==> src/rtl/flattening_buffer.sv <==
// flattening_buffer
//   Collects ImageSize consecutive beats from Channels parallel pixel streams
//   into one flattened frame vector. Two banks ping-pong, so the next frame
//   fills while the previous one waits for the consumer.
//
//   Optional build macro: FLAT_ORDER_REVERSE_EN
//     undefined : first sample of a frame lands at index ImageSize-1
//     defined   : first sample of a frame lands at index 0
//
//   Ports
//     clk        clock, rising edge
//     res_n      synchronous reset, ACTIVE HIGH (name kept for compatibility)
//     in_valid   input beat valid
//     in_ready   block can accept a beat
//     in_data    [Channels][BitSize] one pixel per channel
//     out_valid  flattened frame available
//     out_ready  consumer accepts frame
//     out_data   [Channels][ImageSize][BitSize] flattened frame (0 when idle)
//     out_done   one-cycle pulse per completed frame

// Per-channel storage: both banks of one channel plus its read mux.
module flattening_lane #(
    parameter int BitSize   = 2,
    parameter int ImageSize = 9,
    parameter int PW        = 4
) (
    input  logic                              clk,
    input  logic                              rst,
    input  logic                              wr_en,
    input  logic                              wr_bank,
    input  logic [PW-1:0]                     wr_idx,
    input  logic [BitSize-1:0]                din,
    input  logic                              rd_bank,
    input  logic                              rd_en,
    output logic [ImageSize-1:0][BitSize-1:0] dout
);
    logic [1:0][ImageSize-1:0][BitSize-1:0] bank;

    always_ff @(posedge clk) begin
        if (rst)        bank <= '0;
        else if (wr_en) bank[wr_bank][wr_idx] <= din;
    end

    assign dout = rd_en ? bank[rd_bank] : '0;
endmodule

module flattening_buffer #(
    parameter int BitSize   = 2,
    parameter int ImageSize = 9,
    parameter int Channels  = 4,
    parameter int Delay     = 0
) (
    input  logic                                            clk,
    input  logic                                            res_n,
    input  logic                                            in_valid,
    output logic                                            in_ready,
    input  logic [Channels-1:0][BitSize-1:0]                in_data,
    output logic                                            out_valid,
    input  logic                                            out_ready,
    output logic [Channels-1:0][ImageSize-1:0][BitSize-1:0] out_data,
    output logic                                            out_done
);
    localparam int PW = (ImageSize > 1) ? $clog2(ImageSize) : 1;
    localparam int SW = (Delay > 0) ? $clog2(Delay + 1) : 1;

    localparam logic [1:0] SKIP  = 2'd0;
    localparam logic [1:0] FILL  = 2'd1;
    localparam logic [1:0] STALL = 2'd2;

    logic [1:0]    state;
    logic [PW-1:0] pix_cnt;
    logic [SW-1:0] skip_cnt;
    logic          wr_bank, rd_bank;
    logic [1:0]    full, full_nxt;
    logic          done_q;
    logic          acc, hs, fill_acc, last;
    logic [PW-1:0] wr_idx;

    // Reset gating keeps the outputs quiet during the reset cycle itself,
    // before the registers have been cleared.
    assign in_ready  = !res_n && (state != STALL);
    assign out_valid = !res_n && full[rd_bank];
    assign out_done  = !res_n && done_q;

    assign acc      = in_valid && in_ready;
    assign hs       = out_valid && out_ready;
    assign fill_acc = acc && (state == FILL);
    assign last     = fill_acc && (pix_cnt == PW'(ImageSize - 1));

`ifdef FLAT_ORDER_REVERSE_EN
    assign wr_idx = pix_cnt;
`else
    assign wr_idx = PW'(ImageSize - 1) - pix_cnt;
`endif

    // Full flags after this cycle's events. A completing write and a read
    // handshake always target different banks (the write bank is never full
    // while filling, the read bank always is), so both updates apply.
    always_comb begin
        full_nxt = full;
        if (hs)   full_nxt[rd_bank] = 1'b0;
        if (last) full_nxt[wr_bank] = 1'b1;
    end

    always_ff @(posedge clk) begin
        if (res_n) begin
            state    <= (Delay > 0) ? SKIP : FILL;
            pix_cnt  <= '0;
            skip_cnt <= '0;
            wr_bank  <= 1'b0;
            rd_bank  <= 1'b0;
            full     <= '0;
            done_q   <= 1'b0;
        end else begin
            full   <= full_nxt;
            done_q <= last;
            if (hs) rd_bank <= !rd_bank;
            case (state)
                SKIP: if (acc) begin
                    skip_cnt <= skip_cnt + 1'b1;
                    if (int'(skip_cnt) == Delay - 1) state <= FILL;
                end
                FILL: if (acc) begin
                    if (last) begin
                        pix_cnt <= '0;
                        wr_bank <= !wr_bank;
                        // Stall only if the bank we move to still holds an
                        // unconsumed frame after this cycle's handshake.
                        state   <= full_nxt[!wr_bank] ? STALL : FILL;
                    end else begin
                        pix_cnt <= pix_cnt + 1'b1;
                    end
                end
                STALL: if (!full_nxt[wr_bank]) state <= FILL;
                default: state <= FILL;
            endcase
        end
    end

    for (genvar c = 0; c < Channels; c++) begin : g_lane
        flattening_lane #(
            .BitSize  (BitSize),
            .ImageSize(ImageSize),
            .PW       (PW)
        ) u_lane (
            .clk    (clk),
            .rst    (res_n),
            .wr_en  (fill_acc),
            .wr_bank(wr_bank),
            .wr_idx (wr_idx),
            .din    (in_data[c]),
            .rd_bank(rd_bank),
            .rd_en  (out_valid),
            .dout   (out_data[c])
        );
    end
endmodule

==> config.mk <==
export PLATFORM = sky130hd
export DESIGN_NAME = flattening_buffer
export DESIGN_NICKNAME = d
export VERILOG_FILES = /design/src/rtl/flattening_buffer.sv
export SDC_FILE = /design/constraint.sdc
export NUM_CORES = 1
export LEC_CHECK = 0
export BUFFER_PORTS_ARGS = -buffer_cell sky130_fd_sc_hd__clkbuf_2
export CAP_MARGIN = 20
export CORE_UTILIZATION = 45
export CTS_CLUSTER_DIAMETER = 40
export DETAILED_ROUTE_END_ITERATION = 6
export PLACE_DENSITY = 0.6
export SLEW_MARGIN = 10
export SYNTH_ARGS = -nofsm -noshare
export SYNTH_HDL_FRONTEND = slang
export SYNTH_HIERARCHICAL = 1
export SYNTH_SLANG_ARGS = --single-unit
==> constraint.sdc <==
create_clock -name clk -period 4.3 [get_ports clk]
set_input_delay 0.43 -clock clk [delete_from_list [all_inputs] [get_ports clk]]
set_output_delay 0.43 -clock clk [all_outputs]
set_load 0.05 [all_outputs]
==> impl_metrics.json, run 1 <==
{
  "drv_slew": 0,
  "hp-class": "in -> reg",
  "grt-busiest-layer": "met2",
  "clock_tree.root_cell": "clkbuf_16",
  "cp_max_fo": 51,
  "grt_usage_pct": 19.57,
  "path_class": "reg -> out",
  "synth_top_cell_area_share_pct": 39.02,
  "slowest_stage": "dfxtp_4",
  "ys_top_cells_by_count": "mux2i_1 (217), dfxtp_1 (155), nand2b_1 (153)",
  "io_buffers": 86,
  "fillers": 1646,
  "synth_area_leaders": "dfxtp_1 (39%), mux2i_1 (27%), nand2b_1 (12%)",
  "finalSetupTns_ns": 0,
  "peakVddDrop_uv": 290.2,
  "grt-ovfl-total": 0,
  "synth_largest_area_cell": "dfxtp_1",
  "use_met2_pct": 32.65,
  "cp_cell_sequence": "mux2i_1, nor2_4, buf_4, nor2b_1, clkbuf_2",
  "numCtsBuffers": 17,
  "critical_path_depth": 5,
  "antenna_found_initial": 0,
  "rsz0062_at_grt": "no",
  "dp_hpwl_mm": 11.16,
  "area_growth_pct": 15.04,
  "rows": 48,
  "cts_sinks": 155,
  "pwr_density_cell_mw_per_mm2": 346.7,
  "drc": 0,
  "syn_nets": 816,
  "fin_skew_ns": 0.009902,
  "gr-usage-met3_pct": 3.529,
  "tightest_slew_ns": 0.9028,
  "start_util_pct": 45.98,
  "worstPathArrival_ns": 2.76,
  "setup_slack_ns": 1.106,
  "maxCapViolCount": 0,
  "min_path_cells": 2,
  "fin_crit_sh_pct": 74.29,
  "hold_violations": 0,
  "grt_pass1_wl_mm": 28.30,
  "io_pins": 87,
  "coreArea_mm2": 0.01730,
  "crit_required_ns": 3.87,
  "dieArea_mm2": 0.01821,
  "max_slew_margin_pct": 39.81,
  "die_w_um": 134.9,
  "ys_seq_area_share_pct": 39.02,
  "drtAntennaViolNets": 0,
  "yosysUniqueCellTypes": 42,
  "stdcell_area_mm2": 0.009149,
  "worst_setup_path_end_kind": "primary output",
  "syn-cell-area_mm2": 0.007953,
  "async_flop_share_pct": 0,
  "drt_iter0_markers": 246,
  "final_nets": 883,
  "vias_per_cell": 5.148,
  "placed_cell_area_mm2": 0.008537,
  "diodes": 0,
  "vias": 5689,
  "fmax_ghz": 0.3131,
  "cp_top_family": "buffers and inverters",
  "post_cts_buffers": 0,
  "max_stage_delay_ns": 0.68,
  "syn-instance-count": 802,
  "synth-edff-count": 0,
  "clk_pin_slew_ns": 0.06,
  "cts.htree.levels": 4,
  "postCtsHoldBufs": 0,
  "cp-start-kind": "register",
  "yosysMostFrequentCell": "mux2i_1",
  "ys_ff_latch": 155,
  "final_layout_size_suffix_gt1_share_pct": 16.70,
  "fin_cells": 1105,
  "dr.pass1.iters": 5,
  "cts_tree": "yes",
  "cts_buffer_depth": 2,
  "grt_pass1_vias": 5663,
  "syn_avg_cell_area_um2": 9.916,
  "use_met1_pct": 25.50,
  "avgRoutedWirePerCell_um": 15.63,
  "die_y_um": 134.9,
  "placed_cells": 1074,
  "status": "finished, final reports clean",
  "place.gp.congestion": 0.7133,
  "rr_worst_depth": 7,
  "fin_crit_ns": 3.194,
  "path_buf_inv": 2,
  "leakagePower_nw": 3.920,
  "holdWs_ns": 0.4169,
  "setup_violations": 0,
  "yosys_warnings": 6,
  "ys.flop_type": "dfxtp_1",
  "wirelength_mm": 17.27,
  "place_ws_ns": 1.353,
  "grt_max_degree": 72,
  "clk_latency_ns": 0.42,
  "cts_resized": 0
}
==> flip-flops by register name, indices dropped and copies added, names as in the netlist <==
register,count
g_lane.u_lane/bank,144
pix_cnt,4
full,2
state,2
done_q,1
rd_bank,1
wr_bank,1
==> power breakdown <==
group          leakage [nW]  internal [W]  total, W  switching (W)
combinational          2.39     0.0000835  0.000213       0.000129
clock                 0.282      0.000934   0.00151       0.000572
sequential             1.25       0.00144   0.00145     0.00000871
==> logic make-up after synthesis <==
group / count (synthesis) / synth area share, %
buffers and inverters: 53 / 3.257
flip-flops: 155 / 39.02
AO/OA/AOI/OAI: 16 / 1.400
AND/OR/NAND/NOR: 356 / 28.37
multiplexers: 217 / 27.31
XOR/XNOR: 3 / 0.3305
adder cells (fa/ha/maj): 2 / 0.3146
==> routing by layer <==
metal	up-vias	share of wire, %	wire length, um
met5	-	0	0
met4	0	1.1	190
met3	14	2.3	401
met2	63	48	8220
met1	2758	49	8454
li1	2854	-	-
==> worst paths after layout <==
kind                             startpoint                        end  slack, ns
setup / recovery                    rd_bank               out_data[61]       1.11
hold / removal                        res_n                    full[0]       0.42
setup reg to reg                 pix_cnt[0]  g_lane[0].u_lane/bank[28]       1.43
hold reg to reg   g_lane[2].u_lane/bank[23]  g_lane[2].u_lane/bank[23]       0.47
==> area by class of cell <==
type | instances | area, um^2 | share of cell area, %
sequential | 155 | 3107 | 33.96
clock inverter | 8 | 120.1 | 1.313
timing repair buffer | 95 | 540.5 | 5.908
multi-input combinational | 594 | 4613 | 50.42
clock buffer | 22 | 464.2 | 5.074
tap | 225 | 281.5 | 3.077
inverter | 6 | 22.52 | 0.2462
==> cell usage in the layout (no fill, tap or decap), types with 3 or more instances in the layout <==
cell type  instances
a21oi_1            5
and2_1             4
and2b_1            4
and4b_2            3
and4bb_2           8
buf_4              8
bufinv_16          3
clkbuf_1           3
clkbuf_16         17
clkbuf_2          85
clkinv_2           3
dfxtp_1          154
inv_1              6
mux2i_1          217
nand2_1           51
nand2b_1         153
nand3_1           23
nand3b_1           6
nor2_1             8
nor2b_1           78
nor4b_2            4
nor4b_4            4
==> stage by stage <==
step | power [W] | utilization [%]
floorplan | 0.001639 | -
global placement | 0.001686 | 49.20
detailed placement | 0.001699 | 49.36
CTS | 0.003210 | 52.73
global route | 0.003292 | 52.89
finish | 0.003172 | 52.89
Note: power is estimated with default switching activity, not from simulation.
==> run 2: changes to the inputs <==
Settings changed: PLACE_DENSITY 0.6 to 0.62.
Clock period 4.3 ns to 2.7 ns, I/O delays scaled along.
==> impl_metrics.json, run 2 (synthesis results as in run 1) <==
{
  "cp-start-kind": "register",
  "grt_usage_pct": 19.84,
  "area_growth_pct": 29.86,
  "stdcell_area_mm2": 0.01033,
  "final_layout_size_suffix_gt1_share_pct": 17.29,
  "numCtsBuffers": 17,
  "rows": 48,
  "cts_sinks": 155,
  "fin_crit_sh_pct": 88.02,
  "wirelength_mm": 17.06,
  "drv_slew": 0,
  "leakagePower_nw": 4.209,
  "clk_latency_ns": 0.42,
  "fin_crit_ns": 2.376,
  "final_common_cell": "mux2i_1",
  "vias_per_cell": 5.201,
  "finalSetupTns_ns": 0,
  "final_nets": 886,
  "reg_top3": "g_lane.u_lane/bank (144), pix_cnt (4)",
  "status": "finished, final reports clean",
  "dp_hpwl_mm": 11.19,
  "cp_top_family": "simple AND/OR/NAND/NOR gates",
  "grt_max_degree": 119,
  "timing.rr.start": "pix_cnt[1]",
  "io_buffers": 86,
  "largest_register": "g_lane.u_lane/bank",
  "setup_violations": 0,
  "drc": 0,
  "dr.pass1.iters": 4,
  "cts_resized": 0,
  "cts_tree": "yes",
  "setup_slack_ns": 0.3235,
  "min_from": "out_ready",
  "fmax_ghz": 0.4208,
  "fin_skew_ns": 0.006227,
  "place.gp.congestion": 0.7866,
  "postCtsHoldBufs": 0,
  "worst_setup_path_end_kind": "primary output",
  "fillers": 1424,
  "min_path_cells": 4,
  "die_w_um": 134.9,
  "rsz0062_at_grt": "no",
  "grt_pass1_vias": 5923,
  "vias": 5773,
  "placed_cell_area_mm2": 0.009684,
  "tightest_slew_ns": 0.9232,
  "peakVddDrop_uv": 438.9,
  "cts.htree.levels": 4,
  "crit_path_start": "full[0]",
  "io_pins": 87,
  "cts_buffer_depth": 2,
  "clock_tree.root_cell": "clkbuf_16",
  "layout_common_cells": "mux2i_1 (217), dfxtp_1 (154), nand2b_1 (153), nor2b_1 (78), buf_12 (76)",
  "maxCapViolCount": 0,
  "coreArea_mm2": 0.01730,
  "worstPathArrival_ns": 2.11,
  "critical_path_depth": 5,
  "max_slew_margin_pct": 38.45,
  "pwr_density_cell_mw_per_mm2": 499.8,
  "reg2reg_slack_ns": 0.45,
  "grt-ovfl-total": 0,
  "final_core_util_pct": 59.71,
  "slowest_stage": "nor2_4",
  "crit_path_end": "out_data[3]",
  "reg2reg_to": "g_lane[2].u_lane/bank[28]",
  "critPathMostFrequentCell": "buf_12",
  "max_stage_delay_ns": 0.48,
  "place_ws_ns": 0.4534,
  "crit_required_ns": 2.43,
  "cp_max_fo": 27,
  "hold_violations": 0,
  "drt_iter0_markers": 284,
  "antenna_found_initial": 0,
  "rr_worst_depth": 6,
  "avgRoutedWirePerCell_um": 15.37,
  "hp-class": "in -> reg",
  "drtAntennaViolNets": 0,
  "grt_pass1_wl_mm": 28.79,
  "dieArea_mm2": 0.01821,
  "die_y_um": 134.9,
  "cp_cell_sequence": "mux2i_1, nor2_4, buf_12, nor2b_1, buf_12",
  "post_cts_buffers": 0,
  "path_class": "reg -> out",
  "diodes": 0,
  "path_buf_inv": 2,
  "clk_pin_slew_ns": 0.06,
  "start_util_pct": 45.98,
  "largest_reg_flops": 144
}
run 2: cell types whose count changed in the layout (fill, tap and decap cells not counted), sizes merged:
| cell | before | now |
|---|---|---|
| buf | 10 | 86 |
| bufinv | 3 | 4 |
| clkbuf | 107 | 33 |
| clkinv | 3 | 5 |
run 2: per-stage QoR:
step           power (W)  hold slack [ns]  cells
6_report        0.005162           0.2556   1110
2_1_floorplan   0.002616           0.4483    802
5_1_grt         0.005343           0.2687   1110
4_1_cts         0.005201           0.2445   1109
3_5_place_dp    0.002699           0.4658   1077
3_3_place_gp    0.002691           0.4600   1077
run 2: worst register-to-register path, delay by kind of cell (launching register included):
| kind | cells | cell delay (ns) |
|---|---|---|
| xor gates and xnor gates | 1 | 0.63 |
| and+or+nand+nor | 2 | 0.61 |
| DFF | 1 | 0.38 |
| adders and majority gates | 1 | 0.25 |
| muxes | 1 | 0.22 |
| buffers and inverters | 1 | 0.08 |
run 2: power breakdown:
| part | internal (W) | switching [W] | leakage [nW] |
|---|---|---|---|
| sequential | 0.00230 | 0.00000830 | 1.25 |
| clock | 0.00159 | 0.000918 | 0.303 |
| combinational | 0.000128 | 0.000213 | 2.66 |
run 2: worst min-delay path by stage:
stage,slack [ns],to
after floorplan,0.45,g_lane[0].u_lane/bank[28]
after global placement,0.46,g_lane[2].u_lane/bank[4]
after detailed placement,0.47,g_lane[1].u_lane/bank[31]
after CTS,0.24,full[1]
after global routing,0.27,full[1]
final,0.26,full[1]
run 2: area by class of cell:
type | instances | area (um^2) | area share, %
multi-input combinational | 594 | 4624 | 44.78
sequential | 155 | 3107 | 30.08
tap | 225 | 281.5 | 2.726
inverter | 6 | 22.52 | 0.2181
clock inverter | 11 | 167.7 | 1.623
timing repair buffer | 98 | 1664 | 16.11
clock buffer | 21 | 460.4 | 4.458
run 2: per-layer routing:
metal,vias to the layer above,wire (um),global-route usage [%]
li1,2865,-,-
met1,2800,8143,25.89
met2,87,8241,32.73
met3,21,443,3.716
met4,0,232,6.866
met5,-,0,0
